--- src/rtl/spi_xfer_ctrl.sv ---
// spi_xfer_ctrl
//   CPU-side transfer controller feeding an SPI serializer. CPU words are
//   buffered in a TX FIFO. Each word is presented on spi_tx_data/spi_tx_valid
//   while slave select is driven. Each word the serializer returns is
//   latched into an RX holding register.
//
// Ports
//   clk, rst          clock (posedge); asynchronous active-low reset
//   wr_en, wr_data    CPU push into the TX FIFO (dropped while tx_full)
//   tx_full           TX FIFO full
//   rd_en             CPU pop of the RX holding register
//   rd_data           last received word
//   rx_valid          rd_data holds an unread word
//   rx_overrun        sticky: a new word arrived while rx_valid was high
//   busy              FSM active or TX FIFO not empty
//   timeout_err       sticky: serializer did not answer in time; wr_en clears
//   spi_tx_data       word to serializer (data_to_transmit)
//   spi_tx_valid      serializer data_transmit_valid
//   spi_rx_data       word from serializer (data_in)
//   spi_rx_valid      serializer data_in_valid
//   ss_n              slave select, active-low
//   irq               rx_valid | timeout_err, registered (SPI_XFER_IRQ_EN only)
//
// Configuration macro: SPI_XFER_IRQ_EN enables the registered irq output;
// when it is not defined, irq is tied low.

`ifndef W_CPU
`define W_CPU 32
`endif

module spi_xfer_ctrl #(
  parameter int unsigned W_Data    = `W_CPU,
  parameter int unsigned DEPTH     = 4,
  parameter int unsigned W_Counter = 5,
  parameter int unsigned TIMEOUT   = 40
) (
  input  logic              clk,
  input  logic              rst,
  input  logic              wr_en,
  input  logic [W_Data-1:0] wr_data,
  output logic              tx_full,
  input  logic              rd_en,
  output logic [W_Data-1:0] rd_data,
  output logic              rx_valid,
  output logic              rx_overrun,
  output logic              busy,
  output logic              timeout_err,
  output logic [W_Data-1:0] spi_tx_data,
  output logic              spi_tx_valid,
  input  logic [W_Data-1:0] spi_rx_data,
  input  logic              spi_rx_valid,
  output logic              ss_n,
  output logic              irq
);

  localparam int unsigned AW        = $clog2(DEPTH);
  // The counter is widened if W_Counter cannot hold TIMEOUT, so the
  // saturation point is always reachable.
  localparam int unsigned W_CNT_MIN = $clog2(TIMEOUT + 1);
  localparam int unsigned W_CNT     = (W_Counter > W_CNT_MIN) ? W_Counter : W_CNT_MIN;
  localparam logic [W_CNT-1:0] CNT_MAX  = W_CNT'(TIMEOUT);
  localparam logic [AW:0]      FULL_CNT = (AW + 1)'(DEPTH);

  typedef enum logic [1:0] {IDLE, LOAD, SHIFT, GUARD} state_e;

  state_e            state_q, state_d;
  logic [W_CNT-1:0]  cnt_q, cnt_d;
  logic              ss_n_q, ss_n_d;
  logic              tx_valid_q, tx_valid_d;
  logic [W_Data-1:0] tx_data_q, tx_data_d;
  logic [W_Data-1:0] rd_data_q;
  logic              rx_valid_q, rx_overrun_q, timeout_err_q;
  logic              capture, timeout_set;

  logic [W_Data-1:0] mem_q [DEPTH];
  logic [AW-1:0]     wptr_q, rptr_q;
  logic [AW:0]       count_q;
  logic              push, pop, fifo_empty;

  assign tx_full    = (count_q == FULL_CNT);
  assign fifo_empty = (count_q == '0);
  assign push       = wr_en && !tx_full;
  assign pop        = (state_q == LOAD);

  // TX FIFO storage needs no reset: count_q gates every read.
  always_ff @(posedge clk) begin
    if (push) mem_q[wptr_q] <= wr_data;
  end

  always_ff @(posedge clk or negedge rst) begin
    if (!rst) begin
      wptr_q  <= '0;
      rptr_q  <= '0;
      count_q <= '0;
    end else begin
      if (push) wptr_q <= wptr_q + 1'b1;
      if (pop)  rptr_q <= rptr_q + 1'b1;
      case ({push, pop})
        2'b10:   count_q <= count_q + 1'b1;
        2'b01:   count_q <= count_q - 1'b1;
        default: count_q <= count_q;
      endcase
    end
  end

  // Outputs are registered. spi_tx_valid is asserted only from inside SHIFT,
  // so it follows ss_n by one cycle.
  always_comb begin
    state_d     = state_q;
    cnt_d       = cnt_q;
    ss_n_d      = ss_n_q;
    tx_valid_d  = 1'b0;
    tx_data_d   = tx_data_q;
    capture     = 1'b0;
    timeout_set = 1'b0;
    case (state_q)
      IDLE: begin
        ss_n_d = 1'b1;
        if (!fifo_empty) state_d = LOAD;
      end
      LOAD: begin
        tx_data_d = mem_q[rptr_q];
        ss_n_d    = 1'b0;
        cnt_d     = '0;
        state_d   = SHIFT;
      end
      SHIFT: begin
        cnt_d = (cnt_q == CNT_MAX) ? cnt_q : cnt_q + 1'b1;
        if (spi_rx_valid) begin
          capture = 1'b1;
          // Back-to-back only when a word is already waiting; ss_n stays low.
          state_d = fifo_empty ? GUARD : LOAD;
          ss_n_d  = fifo_empty;
        end else if (cnt_q == CNT_MAX) begin
          timeout_set = 1'b1;
          state_d     = GUARD;
          ss_n_d      = 1'b1;
        end else begin
          tx_valid_d = 1'b1;
        end
      end
      GUARD: begin
        ss_n_d  = 1'b1;
        state_d = IDLE;
      end
      default: state_d = IDLE;
    endcase
  end

  always_ff @(posedge clk or negedge rst) begin
    if (!rst) begin
      state_q       <= IDLE;
      cnt_q         <= '0;
      ss_n_q        <= 1'b1;
      tx_valid_q    <= 1'b0;
      tx_data_q     <= '0;
      rd_data_q     <= '0;
      rx_valid_q    <= 1'b0;
      rx_overrun_q  <= 1'b0;
      timeout_err_q <= 1'b0;
    end else begin
      state_q    <= state_d;
      cnt_q      <= cnt_d;
      ss_n_q     <= ss_n_d;
      tx_valid_q <= tx_valid_d;
      tx_data_q  <= tx_data_d;
      if (capture) begin
        rd_data_q  <= spi_rx_data;
        rx_valid_q <= 1'b1;
        if (rx_valid_q && !rd_en) rx_overrun_q <= 1'b1;
        else if (rd_en)           rx_overrun_q <= 1'b0;
      end else if (rd_en) begin
        rx_valid_q   <= 1'b0;
        rx_overrun_q <= 1'b0;
      end
      if (timeout_set) timeout_err_q <= 1'b1;
      else if (wr_en)  timeout_err_q <= 1'b0;
    end
  end

  assign rd_data      = rd_data_q;
  assign rx_valid     = rx_valid_q;
  assign rx_overrun   = rx_overrun_q;
  assign timeout_err  = timeout_err_q;
  assign spi_tx_data  = tx_data_q;
  assign spi_tx_valid = tx_valid_q;
  assign ss_n         = ss_n_q;
  assign busy         = (state_q != IDLE) || !fifo_empty;

`ifdef SPI_XFER_IRQ_EN
  logic irq_q;
  always_ff @(posedge clk or negedge rst) begin
    if (!rst) irq_q <= 1'b0;
    else      irq_q <= rx_valid_q | timeout_err_q;
  end
  assign irq = irq_q;
`else
  assign irq = 1'b0;
`endif

endmodule
--- config.mk ---
export PLATFORM = sky130hd
export DESIGN_NAME = spi_xfer_ctrl
export DESIGN_NICKNAME = d
export VERILOG_FILES = /design/src/rtl/spi_xfer_ctrl.sv
export SDC_FILE = /design/constraint.sdc
export NUM_CORES = 1
export LEC_CHECK = 0
export ABC_CLOCK_PERIOD_IN_PS = 4400
export CORE_MARGIN = 2
export CORE_UTILIZATION = 50
export CTS_CLUSTER_SIZE = 40
export DETAILED_ROUTE_END_ITERATION = 10
export PLACE_DENSITY = 0.75
export SLEW_MARGIN = 10
export SYNTH_ARGS = -nofsm -noshare
export SYNTH_HDL_FRONTEND = slang
export SYNTH_SLANG_ARGS = --single-unit
--- constraint.sdc ---
create_clock -name clk -period 4.4 [get_ports clk]
set_input_delay 0.44 -clock clk [delete_from_list [all_inputs] [get_ports clk]]
set_output_delay 0.44 -clock clk [all_outputs]
set_load 0.05 [all_outputs]
; ---- Word level (Yosys, flattened, before mapping)
; Memory sizes are Yosys's and may differ from the RTL's. A register that Yosys moved wholly into a read port is not among the register bits.
; Cells that the tools add are included.
[op_classes]
n_addsub = 5
n_reduce_logical = 17
eq_ne = 10
muxes = 28
[op_table]
columns = op, count
row1 = 1-bit two-way mux, 19
row2 = 6-bit one-hot mux with 2 select lines, 1
row3 = 2-bit nonzero test, 5
row4 = 2-bit two-way mux, 4
row5 = 2-bit one-hot mux with 4 select lines, 1
row6 = 6-bit by 1-bit adder with 6-bit output (second input constant), 1
row7 = 2-bit == test (second input constant), 3
row8 = 6-bit == test (second input constant), 1
row9 = 6-bit two-way mux, 1
row10 = 3-bit one-hot mux with 2 select lines, 1
row11 = 2-bit by 1-bit adder with 2-bit output (second input constant), 2
row12 = 2-bit by 1-bit == test with 1-bit output (second input constant), 2
row13 = 1-bit zero test, 4
row14 = 2-bit != test (second input constant), 2
row15 = 2-bit AND reduction, 2
row16 = 3-bit by 1-bit adder with 3-bit output (second input constant), 1
row17 = 3-bit == test (second input constant), 1
row18 = 3-bit zero test, 1
row19 = 3-bit != test (second input constant), 1
row20 = 1-bit one-hot mux with 3 select lines, 1
row21 = 3-bit by 1-bit subtractor with 3-bit output (second input constant), 1
row22 = 1-bit logical AND, 2
row23 = 2-bit zero test, 1
row24 = 2-bit OR reduction, 1
row25 = 1-bit logical OR, 1
[word_totals]
ramBits = 128
n_memories = 1
register_bits = 52
input_bits = 69
out_inout_bits = 72
wordCells = 72
[mem_list]
columns = memory, words, width, rd, rd_clocked_by_memory_dff, wr, line_no
row1 = mem_q, 4, 32, 1, 1, 1, 75  ; logic [W_Data-1:0] mem_q [DEPTH];

; ---- Longest topological paths before layout
[depth]
depth_word = 5
mapped_depth = 9
mapped_depth_nobuf = 9

; ---- Worst setup path after synthesis
; No wires, ideal clock.
[synth_timing]
kind = register -> register
startpoint = register count_q[0]
endpoint = memory mem_q[0][0] (netlist name) (enable)
setup_slack_ns = 2.355
arrival_time_ns = 1.653
required_ns = 4.008
period_less_slack_ns = 2.045
stages_incl_launch_ff = 4
n_path_buf = 0
path_cell_list = dfrtp_1 -> nor2_1 -> a21boi_1 -> and2_1
[synth_between]
elab_chain_len = 5
[synth_lines]
columns = element, line_no
row1 = "start, declared", 77  ; logic [AW:0] count_q;
row2 = "start signal, assigned", 99  ; 2'b10: count_q <= count_q + 1'b1;
row3 = "start signal, assigned", 100  ; 2'b01: count_q <= count_q - 1'b1;
row4 = "start signal, assigned", 101  ; default: count_q <= count_q;
row5 = 3-bit == test, 80  ; assign tx_full = (count_q == FULL_CNT);
row6 = 1-bit zero test, 82  ; assign push = wr_en && !tx_full;
row7 = 1-bit logical AND, 82
row8 = 1-bit two-way mux, 87  ; if (push) mem_q[wptr_q] <= wr_data;
row9 = 1-bit two-way mux (not written as such), 87
row10 = "end, declared", 75
; Every way passes these cells.

; ---- Final worst setup path
[layout_timing]
startpoint = register state_q[0]
endpoint = output port busy
[layout_between]
elab_chain_len = 2
[layout_lines]
columns = element, line_no
row1 = "start, declared", 66  ; state_e state_q, state_d;
row2 = "start signal, assigned", 162  ; state_q <= state_d;
row3 = 2-bit nonzero test, 188  ; assign busy = (state_q != IDLE) || !fifo_empty;
row4 = 1-bit logical OR, 188
row5 = "end, declared", 46  ; output logic busy,
; Every way passes these cells.

==> out/qor.csv <==
metric;value;unit
Hold Path Class;primary input to asynchronous set/reset pin;
Arr. time, crit path;2.56;ns
top-count cell post-synth;edfxtp_1;
Initial Util;51.2;%
Post-CTS Setup Repair Bufs;0;
Placement Setup Slack;1.55;ns
CTS root buffer;clkbuf_16;
min Tclk post-route;3.00;ns
CTS tree;built;
vias in the first global route;4504;
Synth cell types;40;
synth-to-layout area growth;29.3;%
top cell type by total area after synthesis;edfxtp_1;
number of fill cells in the layout;1050;
largest net degree at the start of global routing;85;
Post-synth EDFFs;128;
reg2reg setup slack;1.87;ns
clk_skew;0.0182;ns
worst r2r src;state_q[1];
Tot GR Track Use;18.3;%
die height;132;µm
Post-Synthesis Cells;420;
commonest register cell after synthesis;edfxtp_1;
H-tree levels;1;
Routed WL;15500;µm
later-pin clock latency in the skew report;0.51;ns
Pwr Density;803;nW/µm²
Post-DP HPWL;9760;µm
die area;17400;µm²
RSZ-0062 raised after global routing;no;
drt first pass iters;4;
Seq/Total Area, Yosys;72.8;%
CP endpoint kind;output port;
worst-margin pin slew;0.892;ns
r2r endpoint;count_q[2];
Synth Area per Inst;19.5;µm²
Final TNS setup;0;ns
clk sinks;212;
Row Count;46;
Core Area;15900;µm²
total number of vias;4239;
CP max FO;5;
GP Congestion;0.841;
DRC;0;
asr flop ratio synth;39.6;%
final hold violation count;0;
Post-synth top cells;edfxtp_1, dfrtp_1, mux2_2, mux4_2, inv_1;
Max Slew Vio Count;0;
max_slew headroom;40.5;%
Clock transition at path regs;0.06;ns
Reg2Reg Depth;9;
first-pass GRT wire length;25000;µm
vias per cell;5.30;
port bufs;139;
Fmax;334;MHz
leakage power;0.00389;µW
Num CTS Buffers;22;
largest cells by area after synthesis;edfxtp_1, dfrtp_1, mux2_2;
Bufs on Longest Clock Path;3;
maximum VDD drop;528;µV
WL/cell;19.4;µm
final period utilization;68.1;%
gr ovfl total;0;
CP required;3.96;ns
min setup slack post-route;1.40;ns
share of the synthesized area in the top cell type;47.0;%
kind of critical path;flip-flop to output port;
I/O Pins;141;
status;complete, no violations;
diode count;0;
initial antenna violation count;0;
Die X;132;µm
Post-Syn Area;8170;µm²
Seq cells post-synth;212;
syn_nets;502;
Final nets;650;
maxcap violations;0;
share of layout cells above drive strength 1;25.9;%
initial DRC count;279;
Antenna Nets Post-Route;0;
crit start category;flip-flop;
yosys warns;0;
setup violators final;0;
-- power breakdown --
part	total (µW)	switching [µW]	internal (µW)
Combinational	3350	1950	1400
Clock	1990	747	1240
Sequential	3150	384	2760
Total	8490	3080	5400
-- flip-flops by register name, indices dropped and copies added, names as in the netlist --
signal        cells
spi_tx_data      32
rx_overrun        1
spi_tx_valid      1
rx_valid          1
ss_n              1
wptr_q            2
cnt_q             6
mem_q           128
count_q           3
timeout_err       1
rptr_q            2
state_q           2
rd_data          32
-- timing repair --
action	4_1_cts	5_1_grt
hold buffers	0	1
hold endpoints to repair	0	43
setup endpoints to repair	0	0
gates resized for setup	0	0
-- worst max path at each step --
| stage | cells past startpoint | startpoint | end |
|---|---|---|---|
| 2_1_floorplan | 3 | count_q[0] | mem_q[0][0] |
| 3_3_place_gp | 4 | state_q[0] | rd_data[25] |
| 3_5_place_dp | 4 | state_q[0] | rd_data[13] |
| 4_1_cts | 4 | state_q[0] | busy |
| 5_1_grt | 4 | state_q[0] | busy |
| 6_report | 4 | state_q[0] | busy |
-- critical path, stage by stage, from the launching register on --
cell,delay [ns]
dfrtp_1,0.44
inv_1,0.17
ha_1,0.16
or4b_1,0.53
clkdlybuf4s50_1,0.75
-- cells in the final DEF, fill, tap and decap left out, types with 2 or more instances in the layout --
| cell type | Yosys | layout |
|---|---|---|
| dfrtp_1 | 83 | 81 |
| clkbuf_16 | 0 | 22 |
| bufinv_16 | 0 | 5 |
| nor3_1 | 2 | 2 |
| o211ai_1 | 3 | 3 |
| clkinv_2 | 0 | 5 |
| xnor2_1 | 5 | 5 |
| nand3_1 | 4 | 4 |
| nor3b_1 | 3 | 3 |
| clkdlybuf4s50_1 | 0 | 138 |
| a31o_2 | 2 | 2 |
| mux2_2 | 66 | 66 |
| dfrtp_2 | 0 | 2 |
| or4b_1 | 2 | 2 |
| nand2_1 | 8 | 7 |
| xor2_1 | 3 | 3 |
| a21o_1 | 2 | 2 |
| ha_1 | 12 | 11 |
| mux4_2 | 32 | 32 |
| edfxtp_1 | 128 | 128 |
| clkbuf_1 | 4 | 5 |
| inv_1 | 14 | 14 |
| and2_2 | 0 | 4 |
| nor2b_1 | 2 | 2 |
| nor2_1 | 5 | 5 |
| buf_4 | 2 | 3 |
| o21ai_0 | 5 | 5 |
-- layout make-up --
type	count	area (µm²)	area share [%]
clock inverters	12	213	2.01
repair buffers	143	1430	13.6
multi-input cells	175	2060	19.5
inverters	14	52.6	0.497
well taps	216	270	2.56
flip-flops and latches	212	5950	56.3
clock buffers	28	583	5.52
-- layer usage --
| layer | wire length (µm) | GRT usage [%] | vias to the layer above | share of wire, % |
|---|---|---|---|---|
| met3 | 1200 | 4.81 | 25 | 7.7 |
| met4 | 295 | 4.77 | 0 | 1.9 |
| met5 | 0 | 0 | - | 0 |
| met2 | 7540 | 30.0 | 169 | 48 |
| li1 | - | - | 1905 | - |
| met1 | 6510 | 24.7 | 2140 | 42 |
-- metrics by stage --
step | hold slack [ns] | utilization, % | std cells | power [µW] | cell area (µm²)
4_1_cts | 0.177 | 66.1 | 798 | 8580 | 10500
3_3_place_gp | 0.488 | 61.1 | 758 | 6460 | 9740
3_5_place_dp | 0.492 | 61.1 | 758 | 6570 | 9740
5_1_grt | 0.493 | 66.3 | 800 | 8870 | 10600
6_report | 0.479 | 66.3 | 800 | 8490 | 10600
2_1_floorplan | 0.144 | - | 420 | 5480 | 8170
-- kinds of logic (layout without fill, tap and decap cells) --
group,count (synthesis),after routing,share of synthesized area [%]
other cells,1,1,0.0459
flops,212,212,72.8
xor+xnor,8,8,0.858
mux,98,98,17.9
buf+inv,33,197,2.10
simple gates,36,36,2.53
fa+ha+maj,13,13,2.08
compound gates,19,19,1.68
Note: power is estimated with default switching activity, not from simulation.
